<file path="config.mk">
export PLATFORM = sky130hd
export DESIGN_NAME = alu_instr_sequencer
export DESIGN_NICKNAME = d
export VERILOG_FILES = /design/src/rtl/cpu_ctrl_pkg.sv /design/src/rtl/opcode_class_decode.sv /design/src/rtl/alu_instr_sequencer.sv
export SDC_FILE = /design/constraint.sdc
export NUM_CORES = 1
export LEC_CHECK = 0
export CAP_MARGIN = 10
export CORE_ASPECT_RATIO = 0.75
export CORE_MARGIN = 1.5
export CORE_UTILIZATION = 27
export CTS_BUF_LIST = sky130_fd_sc_hd__clkbuf_16
export CTS_CLUSTER_DIAMETER = 80
export DETAILED_ROUTE_END_ITERATION = 6
export GPL_ROUTABILITY_DRIVEN = 0
export HOLD_SLACK_MARGIN = 0.03
export PLACE_DENSITY_LB_ADDON = 0.2
export SYNTH_ARGS = -nofsm -noshare
export SYNTH_HDL_FRONTEND = slang
export SYNTH_SLANG_ARGS = --single-unit
</file>
<file path="constraint.sdc">
create_clock -name Clock -period 2.7 [get_ports Clock]
set_input_delay 0.54 -clock Clock [delete_from_list [all_inputs] [get_ports Clock]]
set_output_delay 0.54 -clock Clock [all_outputs]
set_load 0.1 [all_outputs]
</file>
<file path="src/rtl/cpu_ctrl_pkg.sv">
// Shared control definitions for the simple-CPU sequencers: opcodes, IR field
// positions, FSM state encoding, opcode classes and the control-word payload.
package cpu_ctrl_pkg;

    localparam int unsigned IR_W  = 32;
    localparam int unsigned OPC_W = 5;

    // IR field bit positions
    localparam int unsigned OPC_MSB = 31;
    localparam int unsigned OPC_LSB = 27;
    localparam int unsigned RA_MSB  = 26;
    localparam int unsigned RA_LSB  = 23;
    localparam int unsigned RB_MSB  = 22;
    localparam int unsigned RB_LSB  = 19;
    localparam int unsigned RC_MSB  = 18;
    localparam int unsigned RC_LSB  = 15;

    localparam logic [OPC_W-1:0] OP_ADD  = 5'b00011;
    localparam logic [OPC_W-1:0] OP_SUB  = 5'b00100;
    localparam logic [OPC_W-1:0] OP_AND  = 5'b00101;
    localparam logic [OPC_W-1:0] OP_OR   = 5'b00110;
    localparam logic [OPC_W-1:0] OP_SHR  = 5'b00111;
    localparam logic [OPC_W-1:0] OP_SHL  = 5'b01001;
    localparam logic [OPC_W-1:0] OP_ROR  = 5'b01010;
    localparam logic [OPC_W-1:0] OP_ROL  = 5'b01011;
    localparam logic [OPC_W-1:0] OP_MUL  = 5'b01111;
    localparam logic [OPC_W-1:0] OP_DIV  = 5'b10000;
    localparam logic [OPC_W-1:0] OP_NOP  = 5'b11010;
    localparam logic [OPC_W-1:0] OP_HALT = 5'b11011;

    typedef enum logic [3:0] {
        ST_RESET,
        ST_T0,
        ST_T1,
        ST_T2,
        ST_T3,
        ST_T4,
        ST_T5,
        ST_T6,
        ST_HALTED
    } state_t;

    typedef enum logic [1:0] {
        CLS_ALU,
        CLS_MULDIV,
        CLS_NOP,
        CLS_HALT
    } op_class_t;

    // One bit per datapath control line
    typedef struct packed {
        logic pc_out;
        logic zlow_out;
        logic zhigh_out;
        logic mdr_out;
        logic r_out;
        logic pc_in;
        logic mar_in;
        logic mdr_in;
        logic ir_in;
        logic y_in;
        logic z_in;
        logic r_in;
        logic lo_in;
        logic hi_in;
        logic inc_pc;
        logic read;
        logic gra;
        logic grb;
        logic grc;
    } ctrl_t;

endpackage

</file>
<file path="src/rtl/opcode_class_decode.sv">
// Combinational opcode-to-class map shared by the instruction sequencers.
// ALU_SEQ_MULDIV_EN: when undefined, MUL/DIV decode as NOP.
module opcode_class_decode
    import cpu_ctrl_pkg::*;
(
    input  logic [OPC_W-1:0] opcode,
    output op_class_t        op_class_c
);

    always_comb begin
        op_class_c = CLS_NOP;
        case (opcode)
            OP_ADD, OP_SUB, OP_AND, OP_OR,
            OP_SHR, OP_SHL, OP_ROR, OP_ROL: op_class_c = CLS_ALU;
            OP_MUL, OP_DIV: begin
`ifdef ALU_SEQ_MULDIV_EN
                op_class_c = CLS_MULDIV;
`else
                op_class_c = CLS_NOP;
`endif
            end
            OP_HALT: op_class_c = CLS_HALT;
            default: op_class_c = CLS_NOP;
        endcase
    end

endmodule

</file>
<file path="src/rtl/alu_instr_sequencer.sv">
// Hardwired T0..T6 control sequencer for register-to-register ALU instructions.
// ALU_SEQ_MULDIV_EN enables the MUL/DIV LO (T5) / HI (T6) writeback path.
module alu_instr_sequencer
    import cpu_ctrl_pkg::*;
#(
    parameter int unsigned OPW = 5
) (
    input  logic            Clock,
    input  logic            Resetn,
    input  logic [IR_W-1:0] IR_data,
    input  logic            Stop,
    output logic            Run,
    output logic            PCout,
    output logic            Zlowout,
    output logic            ZHighout,
    output logic            MDRout,
    output logic            Rout,
    output logic            PCin,
    output logic            MARin,
    output logic            MDRin,
    output logic            IRin,
    output logic            Yin,
    output logic            Zin,
    output logic            Rin,
    output logic            LOin,
    output logic            HIin,
    output logic            IncPC,
    output logic            Read,
    output logic            Gra,
    output logic            Grb,
    output logic            Grc,
    output logic [OPW-1:0]  operation
);

    state_t           state;
    state_t           state_nxt;
    logic             sticky_halt;
    logic             sticky_halt_nxt;
    logic [OPC_W-1:0] opcode;
    op_class_t        op_class;
    ctrl_t            ctrl;
    logic             run_c;
    logic [OPW-1:0]   operation_c;
    logic             unused_ir;

    assign opcode    = IR_data[OPC_MSB:OPC_LSB];
    // Register fields are consumed by the select-and-encode unit, not here
    assign unused_ir = ^{IR_data[RA_MSB:RA_LSB], IR_data[RB_MSB:RB_LSB],
                         IR_data[RC_MSB:RC_LSB], IR_data[RC_LSB-1:0]};

    opcode_class_decode u_class_decode (
        .opcode     (opcode),
        .op_class_c (op_class)
    );

    always_ff @(posedge Clock or negedge Resetn) begin
        if (!Resetn) begin
            state       <= ST_RESET;
            sticky_halt <= 1'b0;
        end else begin
            state       <= state_nxt;
            sticky_halt <= sticky_halt_nxt;
        end
    end

    // Next state and Moore control decode
    always_comb begin
        state_nxt       = state;
        sticky_halt_nxt = sticky_halt;
        ctrl            = '0;
        run_c           = 1'b0;
        operation_c     = '0;
        case (state)
            ST_RESET: state_nxt = ST_T0;
            ST_T0: begin
                run_c       = 1'b1;
                ctrl.pc_out = 1'b1;
                ctrl.mar_in = 1'b1;
                ctrl.inc_pc = 1'b1;
                ctrl.z_in   = 1'b1;
                state_nxt   = ST_T1;
            end
            ST_T1: begin
                run_c         = 1'b1;
                ctrl.zlow_out = 1'b1;
                ctrl.pc_in    = 1'b1;
                ctrl.read     = 1'b1;
                ctrl.mdr_in   = 1'b1;
                state_nxt     = ST_T2;
            end
            ST_T2: begin
                run_c        = 1'b1;
                ctrl.mdr_out = 1'b1;
                ctrl.ir_in   = 1'b1;
                case (op_class)
                    CLS_ALU, CLS_MULDIV: state_nxt = ST_T3;
                    CLS_HALT: begin
                        state_nxt       = ST_HALTED;
                        sticky_halt_nxt = 1'b1;
                    end
                    default: state_nxt = Stop ? ST_HALTED : ST_T0;
                endcase
            end
            ST_T3: begin
                run_c      = 1'b1;
                ctrl.grb   = 1'b1;
                ctrl.r_out = 1'b1;
                ctrl.y_in  = 1'b1;
                state_nxt  = ST_T4;
            end
            ST_T4: begin
                run_c       = 1'b1;
                ctrl.grc    = 1'b1;
                ctrl.r_out  = 1'b1;
                ctrl.z_in   = 1'b1;
                operation_c = OPW'(opcode);
                state_nxt   = ST_T5;
            end
            ST_T5: begin
                run_c         = 1'b1;
                ctrl.zlow_out = 1'b1;
`ifdef ALU_SEQ_MULDIV_EN
                if (op_class == CLS_MULDIV) begin
                    ctrl.lo_in = 1'b1;
                    state_nxt  = ST_T6;
                end else
`endif
                begin
                    ctrl.gra  = 1'b1;
                    ctrl.r_in = 1'b1;
                    state_nxt = Stop ? ST_HALTED : ST_T0;
                end
            end
`ifdef ALU_SEQ_MULDIV_EN
            ST_T6: begin
                run_c          = 1'b1;
                ctrl.zhigh_out = 1'b1;
                ctrl.hi_in     = 1'b1;
                state_nxt      = Stop ? ST_HALTED : ST_T0;
            end
`endif
            // A HALT opcode parks here until reset; a Stop request only pauses
            ST_HALTED: begin
                if (!sticky_halt && !Stop) begin
                    state_nxt = ST_T0;
                end
            end
            default: state_nxt = ST_RESET;
        endcase
    end

    assign Run       = run_c;
    assign PCout     = ctrl.pc_out;
    assign Zlowout   = ctrl.zlow_out;
    assign ZHighout  = ctrl.zhigh_out;
    assign MDRout    = ctrl.mdr_out;
    assign Rout      = ctrl.r_out;
    assign PCin      = ctrl.pc_in;
    assign MARin     = ctrl.mar_in;
    assign MDRin     = ctrl.mdr_in;
    assign IRin      = ctrl.ir_in;
    assign Yin       = ctrl.y_in;
    assign Zin       = ctrl.z_in;
    assign Rin       = ctrl.r_in;
    assign LOin      = ctrl.lo_in;
    assign HIin      = ctrl.hi_in;
    assign IncPC     = ctrl.inc_pc;
    assign Read      = ctrl.read;
    assign Gra       = ctrl.gra;
    assign Grb       = ctrl.grb;
    assign Grc       = ctrl.grc;
    assign operation = operation_c;

endmodule

</file>
==> results of run 1 <==
-- worst max path at each step --
stage,to,cells after the start
finish,PCin,3
global route,PCin,3
CTS,PCin,3
detailed placement,PCin,3
global placement,MDRin,3
floorplan,Yin,4
-- registers in the layout (all words and copies together) (netlist names) --
signal,cells
sticky_halt,1
state,4
-- metal layers --
metal / vias to the layer above / track usage / part of all wire
met2: 20 / 0.167 / 0.43
li1: 234 / - / -
met4: 0 / 0.0987 / 0.032
met3: 4 / 0.0344 / 0.068
met1: 219 / 0.171 / 0.47
met5: - / 0 / 0
-- cell families after synthesis --
logic type	Yosys count	synth area share
AOI/OAI and AO/OA	10	0.152
DFF	5	0.262
and+or+nand+nor	28	0.380
buffers and inverters	14	0.199
other	1	0.00785
-- metrics by stage --
step                 util  instance area (um^2)  setup WS (ps)  hold WS [ps]
CTS                 0.570                   890            465           505
global placement    0.519                   811            702           505
global route        0.570                   890            387           531
detailed placement  0.519                   811            706           490
floorplan               -                   512           -349           244
finish              0.570                   890            462           498
-- area by class of cell --
class,instances,area [um^2],area share
Multi-Input combinational cell,41,292,0.328
Sequential cell,5,125,0.141
Inverter,2,7.51,0.00844
Tap cell,21,26.3,0.0295
Timing Repair Buffer,29,360,0.405
Clock buffer,3,75.1,0.0844
Clock inverter,1,3.75,0.00422
-- worst register-to-register path: stages, from the launching register on --
cell,delay (ps)
dfrtp_1,500
and4bb_4,410
nand2b_1,60
o32ai_1,240
-- synthesized netlist by cell type (2+ instances only) --
cell	n	area share
a211oi_1	2	0.031
buf_4	11	0.17
nand2b_1	2	0.026
and2_1	8	0.10
o21bai_1	2	0.031
nand2_1	2	0.016
nor3_1	3	0.031
nor2_1	3	0.024
dfrtp_1	5	0.26
and3_1	2	0.026
==> flow_metrics.py, run 1 <==
metrics = {
    "cts": {
        "cts_resized": 0,
        "holdBufCountCts": 0,
        "clock_tree.root_cell": "clkbuf_16",
        "cts-buffers-inserted": 3,
        "cts_tree": "built",
        "postCtsSetupBuffers": 0,
        "clockBufferDepth": 2,
        "h-tree-depth": 1,
        "cts_sinks": 5,
        "cts.clk_slew.worst_paths_ps": 30,
        "clock_latency_ps": 220,
    },
    "drt": {
        "antenna_left": 0,
        "dr.pass1.iters": 4,
        "wire_per_inst_um": 10.9,
        "routed_via_density": 4.68,
        "drc": 0,
        "wirelength_um": 1110,
        "first_iter_violations": 11,
        "vias": 477,
    },
    "setup_path": {
        "crit_buf_inv": 1,
        "cp_cell_sequence": "or3b_4 > nor2_2 > buf_12",
        "setup.worst_path.class": "flip-flop to primary output",
        "max_stage_delay_ps": 490,
        "rr_endpoint": "state[0]",
        "path_delay_family": "simple AND/OR/NAND/NOR gates",
        "r2r-start": "state[2]",
        "cp.required_ps": 2160,
        "rr_worst_depth": 3,
        "cp-end-kind": "primary output",
        "crit_path_top_delay_cell": "dfrtp_1",
        "reg2reg_slack_ps": 1380,
        "start_kind": "flip-flop",
        "arrival_ps": 1700,
        "cp_max_fo": 10,
        "critPathLaunch": "state[0]",
    },
    "synthesis": {
        "seq_area_frac_synth": 0.262,
        "ys_ff_latch": 5,
        "synth_warnings": 0,
        "synth_ff_type": "dfrtp_1",
        "synth-async-reset-ratio": 1.00,
        "syn_avg_cell_area_um2": 8.24,
        "synth_edf_count": 0,
        "postSynthCellCount": 58,
        "synth_area_um2": 478,
        "ys_types": 28,
    },
    "finish": {
        "nets": 117,
        "final_cell_mix": "buf_4 (12), buf_12 (10), clkdlybuf4s50_1 (7), and2_2 (5), dfrtp_1 (5)",
        "diodes": 0,
        "final_common_cell": "buf_4",
        "fin_cells": 102,
        "drive_gt1_frac": 0.469,
        "fillers": 136,
        "area_delta_synth_final_pct": 86.1,
    },
    "sta": {
        "slew_violations": 0,
        "hold_viol": 0,
        "setup_violations": 0,
        "max_freq_mhz": 447,
        "final.period_utilization": 0.829,
        "finalSetupTns_ps": 0,
        "rsz0062_at_grt": "no",
        "fin_skew_ps": 1.24,
        "fin_crit_ps": 2240,
    },
    "hold_path": {
        "hold_end": "sticky_halt",
        "hold_path.startpoint": "sticky_halt",
        "whs_path_depth": 1,
        "hold_path_class": "flip-flop to flip-flop",
    },
    "floorplan": {
        "io_pins": 60,
        "die_w_um": 51.6,
        "design.die.area_mm2": 0.00203,
        "num_rows": 12,
        "die_h_um": 39.4,
        "core_area_mm2": 0.00156,
        "start_util": 0.306,
    },
    "global_routing": {
        "grt_pass1_vias": 375,
        "gr-total-overflow": 0,
        "grt_first_pass_wirelength_um": 1780,
        "grt_start_max_net_pins": 14,
        "antenna_found_initial": 0,
        "track_usage": 0.126,
    },
    "placed_design": {
        "dp.cells": 98,
        "io_buffers": 29,
        "place_hpwl_um": 907,
    },
    "run_status": {
        "outcome": "finished, final reports clean",
    },
    "run": {
        "maxCapViolations": 0,
    },
}
Power of run 1 is not shown: default switching activity piles up to over one toggle a cycle in this logic, so the estimate is an artifact.
==> inputs of run 2 (changes only) <==
CORE_UTILIZATION = 23   (was 27)
clock period = 2 ns   (was 2.7 ns; I/O delays follow)
==> flow_metrics.py, run 2 (same netlist as run 1, synthesis figures left out) <==
metrics = {
    "sta": {
        "holdWs_ps": 397,
        "max_freq_mhz": 515,
        "fin_crit_ps": 1940,
        "setup_violations": 0,
        "slew_violations": 0,
        "fin_skew_ps": 2.98,
        "final.period_utilization": 0.970,
        "hold_viol": 0,
    },
    "floorplan": {
        "core_area_mm2": 0.00198,
        "design.die.area_mm2": 0.00236,
        "die_w_um": 55.6,
        "die_h_um": 42.5,
        "io_pins": 60,
        "start_util": 0.241,
        "num_rows": 14,
    },
    "global_routing": {
        "track_usage": 0.124,
        "busiest_layer": "met2",
        "use_met3": 0.0617,
        "use_met1": 0.150,
        "grt_pass1_vias": 472,
        "grt_first_pass_wirelength_um": 2210,
        "gr-total-overflow": 0,
        "antenna_found_initial": 0,
        "grt_start_max_net_pins": 11,
        "grt.met2_usage": 0.176,
    },
    "finish": {
        "final_cell_mix": "buf_12 (22), and2_4 (7), clkdlybuf4s50_1 (7)",
        "area_delta_synth_final_pct": 131,
        "final_area_mm2": 0.00110,
        "nets": 120,
        "largest_reg_flops": 4,
        "top_regs": "state x4, sticky_halt x1",
        "drive_gt1_frac": 0.548,
        "diodes": 0,
        "top_register": "state",
        "final_common_cell": "buf_12",
    },
    "drt": {
        "wire_per_inst_um": 11.8,
        "dr.pass1.iters": 4,
        "antenna_left": 0,
        "routed_via_density": 4.54,
        "first_iter_violations": 2,
        "wirelength_um": 1280,
        "drc": 0,
        "vias": 490,
    },
    "setup_path": {
        "path_delay_family": "simple AND/OR/NAND/NOR gates",
        "start_kind": "flip-flop",
        "cp_cell_sequence": "or3b_4 > nor2_4 > buf_12",
        "crit_path_top_delay_cell": "or3b_4",
        "reg2reg_slack_ps": 670,
        "rr_worst_depth": 3,
        "arrival_ps": 1540,
        "cp.required_ps": 1600,
        "cp.depth": 3,
        "crit_buf_inv": 1,
        "max_stage_delay_ps": 450,
        "rr_endpoint": "state[0]",
        "cp_max_fo": 8,
        "r2r-start": "state[2]",
        "cp-end-kind": "primary output",
        "setup.worst_path.class": "flip-flop to primary output",
    },
    "placed_design": {
        "io_buffers": 29,
        "place_hpwl_um": 999,
        "dpl_cell_area_mm2": 0.00101,
    },
    "run": {
        "maxCapViolations": 0,
    },
    "cts": {
        "cts-buffers-inserted": 3,
        "cts.clk_slew.worst_paths_ps": 40,
        "clock_tree.root_cell": "clkbuf_16",
        "h-tree-depth": 1,
        "holdBufCountCts": 0,
        "cts_sinks": 5,
        "clock_latency_ps": 230,
        "clockBufferDepth": 2,
        "cts_tree": "built",
    },
    "run_status": {
        "outcome": "finished, final reports clean",
    },
    "hold_path": {
        "hold_path_class": "primary input to async pin",
    },
}
[run 2: changes by cell type in the layout (fill, tap and decap cells not counted), sizes merged]
cell,previous run,this run
buf,22,25
[run 2: worst register-to-register path, delay by kind of cell, from the launching register on]
family	cells	cell delay, ps
and+or+nand+nor	2	520
DFF	1	490
AOI/OAI and AO/OA	1	220
[run 2: worst max path at each step]
stage / from / to / slack [ps]
floorplan: state[3] / Yin / -310
global placement: state[3] / operation[3] / 220
detailed placement: IR_data[29] / state[0] / 220
CTS: state[3] / MDRin / 2
global route: state[1] / operation[3] / -7
finish: state[1] / PCin / 60
[run 2: metal layers]
layer	share of wire	vias to the layer above
met1	0.42	220
li1	-	242
met2	0.47	26
met4	0.015	0
met3	0.094	2
met5	0	-
[run 2: area by class of cell]
cell class / count / area (um^2)
Clock buffer: 3 / 75.1
Inverter: 2 / 15.0
Tap cell: 24 / 30.0
Clock inverter: 1 / 3.75
Sequential cell: 5 / 128
Fill cell: 174 / 875
Multi-Input combinational cell: 41 / 320
Timing Repair Buffer: 32 / 533
[run 2: timing repair]
action / CTS / global route
setup endpoints to repair: 8 / 10
pin swaps: 1 / 2
resized for setup: 1 / 2
buffers inserted: 0 / 1
[run 2: per-stage QoR]
step	utilization	TNS, ps	cells	worst slack [ps]
after floorplan	-	-793	60	-306
after global placement	0.512	0	103	223
after detailed placement	0.512	0	103	217
after CTS	0.553	0	107	1.75
after global routing	0.558	-17.7	108	-6.70
final	0.558	0	108	59.0
Power of run 2 is left out for the same reason.
==> inputs of run 3 (changes only) <==
CORE_MARGIN = 2   (was 1.5)
CTS_CLUSTER_SIZE = 12   (was not set)
==> flow_metrics.py, run 3 (same netlist as run 1, synthesis figures left out) <==
metrics = {
    "run_status": {
        "outcome": "finished, final reports clean",
    },
    "setup_path": {
        "cp.required_ps": 1600,
        "cp_cell_sequence": "or3b_4 > nor2_4 > buf_12",
        "path_delay_family": "simple AND/OR/NAND/NOR gates",
        "max_stage_delay_ps": 460,
        "rr_worst_depth": 4,
        "cp.depth": 3,
        "cp-end-kind": "primary output",
        "arrival_ps": 1550,
        "cp_max_fo": 8,
        "crit_path_top_delay_cell": "or3b_4",
        "start_kind": "flip-flop",
        "crit_buf_inv": 1,
        "setup.worst_path.class": "flip-flop to primary output",
    },
    "cts": {
        "h-tree-depth": 1,
        "clock_latency_ps": 230,
        "cts_sinks": 5,
        "cts-buffers-inserted": 3,
        "clockBufferDepth": 2,
        "clock_tree.root_cell": "clkbuf_16",
        "cts_tree": "built",
        "holdBufCountCts": 0,
        "cts.clk_slew.worst_paths_ps": 30,
    },
    "floorplan": {
        "io_pins": 60,
        "die_h_um": 43.5,
        "die_w_um": 56.6,
        "start_util": 0.241,
        "design.die.area_mm2": 0.00246,
        "num_rows": 14,
        "core_area_mm2": 0.00198,
    },
    "global_routing": {
        "gr-total-overflow": 0,
        "grt_start_max_net_pins": 10,
        "grt_first_pass_wirelength_um": 2010,
        "antenna_found_initial": 0,
        "track_usage": 0.103,
        "grt_pass1_vias": 496,
    },
    "finish": {
        "largest_reg_flops": 4,
        "drive_gt1_frac": 0.548,
        "fillers": 162,
        "top_regs": "state x4, sticky_halt x1",
        "top_register": "state",
        "final_common_cell": "buf_12",
        "nets": 120,
        "final_util": 0.558,
        "diodes": 0,
        "area_delta_synth_final_pct": 131,
        "final_cell_mix": "buf_12 (22), and2_4 (7), clkdlybuf4s50_1 (7)",
    },
    "sta": {
        "fin_skew_ps": 2.09,
        "max_freq_mhz": 513,
        "slew_violations": 0,
        "setup_violations": 0,
        "final.period_utilization": 0.975,
        "hold_viol": 0,
        "fin_crit_ps": 1950,
        "timing.final.ws_setup_ps": 49.7,
    },
    "placed_design": {
        "place_hpwl_um": 998,
        "io_buffers": 29,
        "dp_worst_setup_slack_ps": 224,
    },
    "drt": {
        "vias": 506,
        "routed_via_density": 4.69,
        "wire_per_inst_um": 11.7,
        "antenna_left": 0,
        "first_iter_violations": 7,
        "dr.pass1.iters": 4,
        "drc": 0,
        "wirelength_um": 1270,
    },
    "hold_path": {
        "hold_path_class": "primary input to async pin",
    },
    "run": {
        "maxCapViolations": 0,
    },
}
-- run 3: cell counts in the layout (fill, tap and decap cells not counted) --
No cell type changed its count.
-- run 3: final timing paths --
check,slack [ps],startpoint,to
setup / recovery,50,state[1],PCin
hold / removal,410,Resetn,state[2]
setup reg to reg,630,state[2],state[3]
hold reg to reg,510,sticky_halt,sticky_halt
max in group asynchronous,1370,Resetn,state[3]
min in group Clock,510,sticky_halt,sticky_halt
-- run 3: worst register-to-register path, delay by kind of cell, from the launching register on --
| kind | cells | cell delay, ps |
|---|---|---|
| AO/OA/AOI/OAI | 2 | 270 |
| AND/OR/NAND/NOR | 1 | 350 |
| flip-flops | 1 | 460 |
| buffers and inverters | 1 | 210 |
-- run 3: per-stage QoR --
stage | hold slack, ps | std cells | setup TNS, ps | area, um^2
6_report | 409 | 108 | 0 | 1100
5_1_grt | 429 | 108 | -6.07 | 1100
4_1_cts | 412 | 107 | 0 | 1090
3_5_place_dp | 496 | 103 | 0 | 1010
3_3_place_gp | 490 | 103 | 0 | 1010
2_1_floorplan | 104 | 60 | -793 | 602
-- run 3: final cells by class --
type                       count  area (um^2)  share of cell area
inverter                       2         15.0              0.0136
tap                           24         30.0              0.0272
clock buffer                   3         75.1              0.0680
multi-input combinational     41          320               0.290
clock inverter                 1         3.75             0.00340
timing repair buffer          32          533               0.482
sequential                     5          128               0.116
-- run 3: repair_timing --
item	in CTS	in global routing
endpoints found under the setup margin	8	5
pin swaps	1	2
buffers inserted	0	1
hold endpoints to repair	0	0
resized for setup	1	2
-- run 3: per-layer routing --
metal	GRT usage	part of all wire
met4	0.0476	0
met2	0.156	0.46
met3	0.0179	0.061
met5	0	0
met1	0.144	0.48
Power of run 3 is left out for the same reason.
